==> config.mk <==
export PLATFORM = sky130hd
export DESIGN_NAME = paddle_input_conditioner
export DESIGN_NICKNAME = d
export VERILOG_FILES = /design/src/rtl/paddle_input_conditioner.sv
export SDC_FILE = /design/constraint.sdc
export NUM_CORES = 1
export LEC_CHECK = 0
export ABC_AREA = 1
export BUFFER_PORTS_ARGS = -buffer_cell sky130_fd_sc_hd__buf_2
export CELL_PAD_IN_SITES_DETAIL_PLACEMENT = 0
export CELL_PAD_IN_SITES_GLOBAL_PLACEMENT = 2
export CORE_MARGIN = 1.5
export CORE_UTILIZATION = 37
export DETAILED_ROUTE_END_ITERATION = 8
export HOLD_SLACK_MARGIN = 0.06
export PLACE_DENSITY = 0.76
export SLEW_MARGIN = 20
export SYNTH_ARGS = -nofsm -noshare
export SYNTH_HDL_FRONTEND = slang
export SYNTH_SLANG_ARGS = --single-unit
==> constraint.sdc <==
create_clock -name clock -period 2.49 [get_ports clock]
set_input_delay 0.249 -clock clock [delete_from_list [all_inputs] [get_ports clock]]
set_output_delay 0.249 -clock clock [all_outputs]
set_load 0.03 [all_outputs]
==> src/rtl/paddle_input_conditioner.sv <==
// paddle_input_conditioner: synchronise, debounce, tick-align and auto-repeat active-low paddle buttons
module paddle_input_conditioner #(
    parameter int NUM_BUTTONS         = 2,
    parameter int DEBOUNCE_CYCLES     = 500000,
    parameter int TICK_DIVIDER        = 833333,
    parameter int REPEAT_ENABLE       = 1,
    parameter int REPEAT_DELAY_TICKS  = 20,
    parameter int REPEAT_PERIOD_TICKS = 6
) (
    input  logic                   clock,
    input  logic                   reset,
    input  logic                   pause,
    input  logic [NUM_BUTTONS-1:0] button_raw,
    output logic [NUM_BUTTONS-1:0] button_level,
    output logic [NUM_BUTTONS-1:0] button_out,
    output logic                   tick
);
    localparam int TW   = $clog2(TICK_DIVIDER);
    localparam int DW   = $clog2(DEBOUNCE_CYCLES);
    localparam int RMAX = (REPEAT_DELAY_TICKS > REPEAT_PERIOD_TICKS) ? REPEAT_DELAY_TICKS : REPEAT_PERIOD_TICKS;
    localparam int CW   = $clog2(RMAX + 1);
    localparam logic [TW-1:0] TICK_LAST   = TW'(TICK_DIVIDER - 1);
    localparam logic [DW-1:0] DB_LAST     = DW'(DEBOUNCE_CYCLES - 1);
    localparam logic [CW-1:0] DELAY_LAST  = CW'(REPEAT_DELAY_TICKS - 1);
    localparam logic [CW-1:0] PERIOD_LAST = CW'(REPEAT_PERIOD_TICKS - 2);

    typedef enum logic [1:0] {RELEASED, HELD, GAP, REPEAT} state_t;

    logic [TW-1:0] tick_cnt;

    assign tick = (tick_cnt == TICK_LAST) && !pause;

    // free-running game tick counter, frozen while paused
    always_ff @(posedge clock or posedge reset)
        if (reset)
            tick_cnt <= '0;
        else if (!pause)
            tick_cnt <= (tick_cnt == TICK_LAST) ? '0 : tick_cnt + 1'b1;

    for (genvar g = 0; g < NUM_BUTTONS; g++) begin : chan
        logic [1:0]    sync;
        logic [DW-1:0] db_cnt;
        logic          level;
        logic          out;
        state_t        state;
        logic [CW-1:0] rep_cnt;

        assign button_level[g] = level;
        assign button_out[g]   = out;

        // two-flop synchroniser for the asynchronous raw button
        always_ff @(posedge clock or posedge reset)
            if (reset)
                sync <= 2'b11;
            else
                sync <= {sync[0], button_raw[g]};

        // accept a new level only after DEBOUNCE_CYCLES consecutive differing samples
        always_ff @(posedge clock or posedge reset)
            if (reset) begin
                db_cnt <= '0;
                level  <= 1'b1;
            end else if (sync[1] == level) begin
                db_cnt <= '0;
            end else if (db_cnt == DB_LAST) begin
                level  <= sync[1];
                db_cnt <= '0;
            end else begin
                db_cnt <= db_cnt + 1'b1;
            end

        // press, hold delay and auto-repeat shaping, advanced only on tick edges
        always_ff @(posedge clock or posedge reset)
            if (reset) begin
                state   <= RELEASED;
                rep_cnt <= '0;
                out     <= 1'b1;
            end else if (tick) begin
                if (level) begin
                    state <= RELEASED;
                    out   <= 1'b1;
                end else begin
                    case (state)
                        RELEASED: begin
                            state   <= HELD;
                            out     <= 1'b0;
                            rep_cnt <= '0;
                        end
                        HELD:
                            if (REPEAT_ENABLE != 0 && rep_cnt == DELAY_LAST) begin
                                state   <= GAP;
                                out     <= 1'b1;
                                rep_cnt <= '0;
                            end else if (rep_cnt != DELAY_LAST) begin
                                rep_cnt <= rep_cnt + 1'b1;
                            end
                        GAP: begin
                            state   <= REPEAT;
                            out     <= 1'b0;
                            rep_cnt <= '0;
                        end
                        REPEAT:
                            if (rep_cnt == PERIOD_LAST) begin
                                state <= GAP;
                                out   <= 1'b1;
                            end else begin
                                rep_cnt <= rep_cnt + 1'b1;
                            end
                        default: begin
                            state <= RELEASED;
                            out   <= 1'b1;
                        end
                    endcase
                end
            end
    end
endmodule

==> impl_metrics.json, run 1 <==
{
  "end_kind": "output port",
  "die_w_um": 116.3,
  "clockBufferDepth": 2,
  "slew_headroom_pct": 64.10,
  "setup_viol": 0,
  "syn_inst": 634,
  "io_pins": 10,
  "yosys_warnings": 0,
  "multiInputGateArea_um2": 2320,
  "grt_usage_pct": 17.50,
  "final_common_cell": "nand2_1",
  "drv_slew": 0,
  "insertion_delay_ps": 350,
  "syn_area_um2": 4751,
  "p_leak_uw": 0.002479,
  "start_util_pct": 37.80,
  "vias_per_cell": 4.697,
  "clkTransAtPathRegs_ps": 60,
  "vias": 3894,
  "cts_root_buf": "clkbuf_16",
  "rsz0062_at_grt": "false",
  "final.min_clock_period_ps": 2079,
  "drc": 0,
  "synthFlopType": "dfrtp_1",
  "first_pass_iters": 4,
  "grt_max_degree": 39,
  "layout.nets": 665,
  "startpoint_type": "flip-flop",
  "num_rows": 41,
  "fin_skew_ps": 8.501,
  "finalHoldViolCount": 0,
  "power.total_uw": 3124,
  "max_cap_violations": 0,
  "power.density_nw_per_um2": 585.1,
  "min_period_over_period_pct": 83.49,
  "tns_ps": 0,
  "dp_hpwl_um": 7806,
  "synth_edf_count": 0,
  "grt_first_pass_wirelength_um": 18260,
  "diodes": 0,
  "syn_area_per_cell_um2": 7.493,
  "hold_ws_ps": 217.4,
  "grt_overflow": 0,
  "antenna_found_initial": 0,
  "syn_nets": 647,
  "finalWorstSetupSlack_ps": 411.2,
  "crit_type": "reg -> out",
  "ant_nets": 0,
  "fp.dieH_um": 116.3,
  "io_buffers": 9,
  "dr.first_iter.drc_count": 235,
  "critPathMaxFanout": 7,
  "ys_seq_elements": 80,
  "die-area_um2": 13530,
  "clock_sinks": 80,
  "ir_worst_vdd_uv": 261.7,
  "htreeDepth": 3,
  "gp_congestion": 0.8275,
  "area_growth_pct": 12.38,
  "required_ps": 2240,
  "hp-class": "in -> reg",
  "pre_cts_slack_ps": 730.8,
  "tightest_slew_ps": 537.9,
  "seq_area_um2": 2012,
  "status": "completed",
  "wl_per_cell_um": 12.71,
  "fmax_mhz": 481.1,
  "post_cts_buffers": 0,
  "core-area_um2": 12570,
  "final_cell_mix": "nand2_1, nor2_1, inv_1",
  "synthArstFlopShare_pct": 100.0,
  "first_global_vias": 3803,
  "n_fill_cell": 1300,
  "wl_um": 10540,
  "drive_gt1_share_pct": 12.94,
  "cp.arrival_ps": 1830,
  "synth_cell_types": 34,
  "holdBufCountCts": 3,
  "cts_repair_resize_count": 0,
  "synth_seq_area_share_pct": 42.35,
  "cts_inserted_buffers": 9,
  "cts_tree": "yes"
}
## per-layer routing
layer	up-vias	routed length [um]	global-route usage (%)
met5	-	0	0
met4	0	221	7.236
met3	13	266	2.854
met2	48	4876	28.12
met1	1802	5173	23.53
li1	2031	-	-
## cells by family (layout without fill, tap and decap cells)
group                    count (synthesis)  in the layout  share of synthesized area (%)
AO/OA/AOI/OAI                           24             24                          2.818
XOR/XNOR                                27             27                          4.977
adder cells (fa/ha/maj)                  8              8                          2.107
buffers and inverters                  100            123                          8.823
flip-flops                              80             80                          42.35
AND/OR/NAND/NOR                        395            395                          38.93
## synthesized netlist by cell type (2+ instances only)
cell type / count / area [um2]
buf_4: 4 / 30.03
nor3_1: 15 / 75.07
nor2_1: 104 / 390.4
ha_1: 8 / 100.1
dfrtp_1: 72 / 1802
dfstp_2: 8 / 210.2
nor2_4: 6 / 67.56
inv_2: 4 / 15.01
nand2_4: 2 / 22.52
nand2_2: 10 / 62.56
nor2_2: 12 / 75.07
a211oi_1: 2 / 15.01
or2_2: 2 / 12.51
buf_2: 2 / 10.01
nand4_1: 26 / 162.7
o21ai_0: 3 / 15.01
nor3b_1: 5 / 37.54
nand3_1: 46 / 230.2
buf_6: 2 / 22.52
inv_1: 87 / 326.6
nor3_2: 4 / 40.04
nand2_1: 152 / 570.6
a21oi_1: 14 / 70.07
nand3b_1: 5 / 37.54
xnor2_1: 4 / 35.03
a31oi_1: 2 / 12.51
xor2_1: 23 / 201.4
nand3_2: 4 / 40.04
## state kept, by name, indices dropped and copies added (netlist names)
register	count
chan.out	2
chan.rep_cnt	10
tick_cnt	20
chan.sync	4
chan.level	2
chan.db_cnt	38
chan.state	4
## where the power goes
group	switching (uW)	internal [uW]
Sequential	68.7	1350
Combinational	137	81.0
Clock	553	931
## path summary, 6_finish.rpt
path | from | endpoint | slack (ps) | cells after the start
setup / recovery | tick_cnt[0] | tick | 410 | 7
hold / removal | pause | tick_cnt[16] | 220 | 3
setup reg to reg | tick_cnt[0] | chan[0].rep_cnt[0] | 730 | 10
hold reg to reg | chan[1].sync[0] | chan[1].sync[1] | 360 | 0
max in group asynchronous | reset | chan[1].out | 1330 | 4
min in group asynchronous | reset | chan[0].db_cnt[11] | 480 | 3
## cell type report
type / count / share of cell area [%]
inverter: 91 / 6.421
sequential: 80 / 37.68
clock buffer: 11 / 4.734
multi-input combinational: 454 / 43.45
tap: 172 / 4.031
clock inverter: 5 / 1.476
timing repair buffer: 16 / 2.203
## critical path, stage by stage (launching register included)
cell	delay (ps)
dfrtp_1	400
inv_1	90
ha_1	200
inv_1	50
nor2_1	110
nand4_2	140
nor2_4	250
buf_2	250
## metrics by stage
step                      utilization, %  cell area [um2]  instances
final                              42.48             5339        829
after global placement             39.60             4977        810
after floorplan                        -             4751        634
after CTS                          42.48             5339        829
after global routing               42.48             5339        829
after detailed placement           39.60             4977        810
(Power assumes the default switching activity.)
==> inputs of run 2 (changes only) <==
Clock period 2.49 ns to 2.1 ns, I/O delays scaled along.
==> run 2 against run 1 <==
Final cell count fell by 0.12%. Sequential share of layout area rose by 0.053 points. Worst setup slack got worse by 280 ps. Final area fell by 0.14%. Sequential power rose by 19%. Largest power group unchanged. Core utilization fell by 0.060 points. Power rose by 18%. Routed wire length fell by 0.16%.
==> impl_metrics.json, run 2 (same netlist as run 1, synthesis figures left out) <==
{
  "status": "completed",
  "num_rows": 41,
  "dr.first_iter.drc_count": 169,
  "diodes": 0,
  "crit_type": "reg -> out",
  "first_pass_iters": 4,
  "first_global_vias": 3688,
  "required_ps": 1890,
  "min_to": "tick_cnt[16]",
  "fmax_mhz": 508.0,
  "die-area_um2": 13530,
  "p_leak_uw": 0.002464,
  "wl_um": 10520,
  "min_period_over_period_pct": 93.74,
  "largest_reg_flops": 38,
  "startpoint_type": "flip-flop",
  "max_flop_register": "chan.db_cnt",
  "finalHoldViolCount": 0,
  "ir_worst_vdd_uv": 351.0,
  "grt_first_pass_wirelength_um": 17950,
  "power.density_nw_per_um2": 689.5,
  "hp-class": "in -> reg",
  "r2r_slack_ps": 370,
  "insertion_delay_ps": 340,
  "clock_sinks": 80,
  "start_util_pct": 37.80,
  "core-area_um2": 12570,
  "cts_tree": "yes",
  "drc": 0,
  "slew_headroom_pct": 68.46,
  "gp_congestion": 0.8107,
  "cts_root_buf": "clkbuf_16",
  "cts_inserted_buffers": 9,
  "grt_usage_pct": 17.06,
  "ant_nets": 0,
  "critPathMaxFanout": 6,
  "reg_top3": "chan.db_cnt: 38 flops, tick_cnt: 20 flops, chan.rep_cnt: 10 flops",
  "grt_overflow": 0,
  "vias_per_cell": 4.682,
  "io_buffers": 9,
  "antenna_found_initial": 0,
  "hold_start": "pause",
  "io_pins": 10,
  "hold_ws_ps": 184.4,
  "fin_skew_ps": 6.284,
  "cts_repair_resize_count": 0,
  "place_area_um2": 4972,
  "tns_ps": 0,
  "crit_chain": "inv_1, ha_1, inv_1, nor2_1, nand4_2, nor2_4, buf_2",
  "clockBufferDepth": 2,
  "vias": 3877,
  "seq_area_um2": 2012,
  "clkTransAtPathRegs_ps": 60,
  "setup_viol": 0,
  "finalInstanceArea_um2": 5331,
  "dp_hpwl_um": 7619,
  "fp.dieH_um": 116.3,
  "layout.nets": 664,
  "final_common_cell": "nand2_1",
  "area_growth_pct": 12.22,
  "max_cap_violations": 0,
  "grt_max_degree": 81,
  "r2r_end": "chan[0].rep_cnt[4]",
  "final_cell_mix": "nand2_1, nor2_1, inv_1",
  "multiInputGateArea_um2": 2320,
  "rsz0062_at_grt": "false",
  "drive_gt1_share_pct": 12.80,
  "crit_family": "simple AND/OR/NAND/NOR gates",
  "cpMaxStageDelayCell": "dfrtp_1",
  "cpMostUsedCell": "inv_1",
  "n_fill_cell": 1271,
  "die_w_um": 116.3,
  "critPathBufInv": 3,
  "drv_slew": 0,
  "htreeDepth": 3,
  "tightest_slew_ps": 469.5,
  "cp_slowest_stage_delay_ps": 390,
  "cp.arrival_ps": 1760,
  "holdPathStages": 3,
  "wl_per_cell_um": 12.71,
  "r2r-start": "tick_cnt[0]",
  "end_kind": "output port",
  "reg2reg_depth": 10,
  "final.min_clock_period_ps": 1968
}
run 2: how the worst max path moves through the flow:
stage	start	to	slack, ps	depth (start not counted)
final	tick_cnt[0]	tick	130	7
after global routing	tick_cnt[0]	tick	20	7
after CTS	tick_cnt[0]	tick	110	7
after detailed placement	tick_cnt[0]	tick_cnt[19]	390	10
after global placement	tick_cnt[0]	tick_cnt[5]	430	10
after floorplan	tick_cnt[0]	chan[0].rep_cnt[4]	630	10
run 2: what timing repair did:
action,in CTS,in global routing
buffers inserted,0,0
hold buffers,3,0
endpoints found under the hold margin,74,0
run 2: metrics by stage:
| stage | std cells | utilization (%) | setup slack [ps] | total power [uW] |
|---|---|---|---|---|
| 4_1_cts | 828 | 42.42 | 112.7 | 3749 |
| 2_1_floorplan | 634 | - | 632.3 | 1891 |
| 6_report | 828 | 42.42 | 131.5 | 3676 |
| 5_1_grt | 828 | 42.42 | 19.81 | 3859 |
| 3_5_place_dp | 809 | 39.56 | 391.3 | 1972 |
| 3_3_place_gp | 809 | 39.56 | 425.2 | 1968 |
run 2: worst reg2reg max path, cell delays in order (launching register included):
cell	delay [ps]
dfrtp_1	390
inv_1	100
ha_1	210
inv_1	50
nor2_1	110
nand4_2	140
nor2_4	200
buf_4	240
nand2_4	80
nand2_1	70
nand2_1	50
run 2: power breakdown:
| group | total [uW] | switching, uW | internal [uW] |
|---|---|---|---|
| Combinational | 257 | 162 | 95.4 |
| Sequential | 1690 | 82.4 | 1600 |
| Clock | 1730 | 654 | 1080 |
| Total | 3680 | 899 | 2780 |
run 2: area by class of cell:
cell class                      instances  share of cell area, %
Sequential cell                        80                  37.74
Inverter                               91                  6.477
Tap cell                              172                  4.037
Timing Repair Buffer                   15                  2.065
Clock buffer                           10                  4.483
Multi-Input combinational cell        454                  43.51
Clock inverter                          6                  1.690
run 2: layer usage:
layer	global-route usage, %	routed length, um	vias up
met5	0	0	-
met4	6.829	174	0
met3	3.217	249	14
met2	26.75	4861	31
met1	23.32	5235	1804
li1	-	-	2028
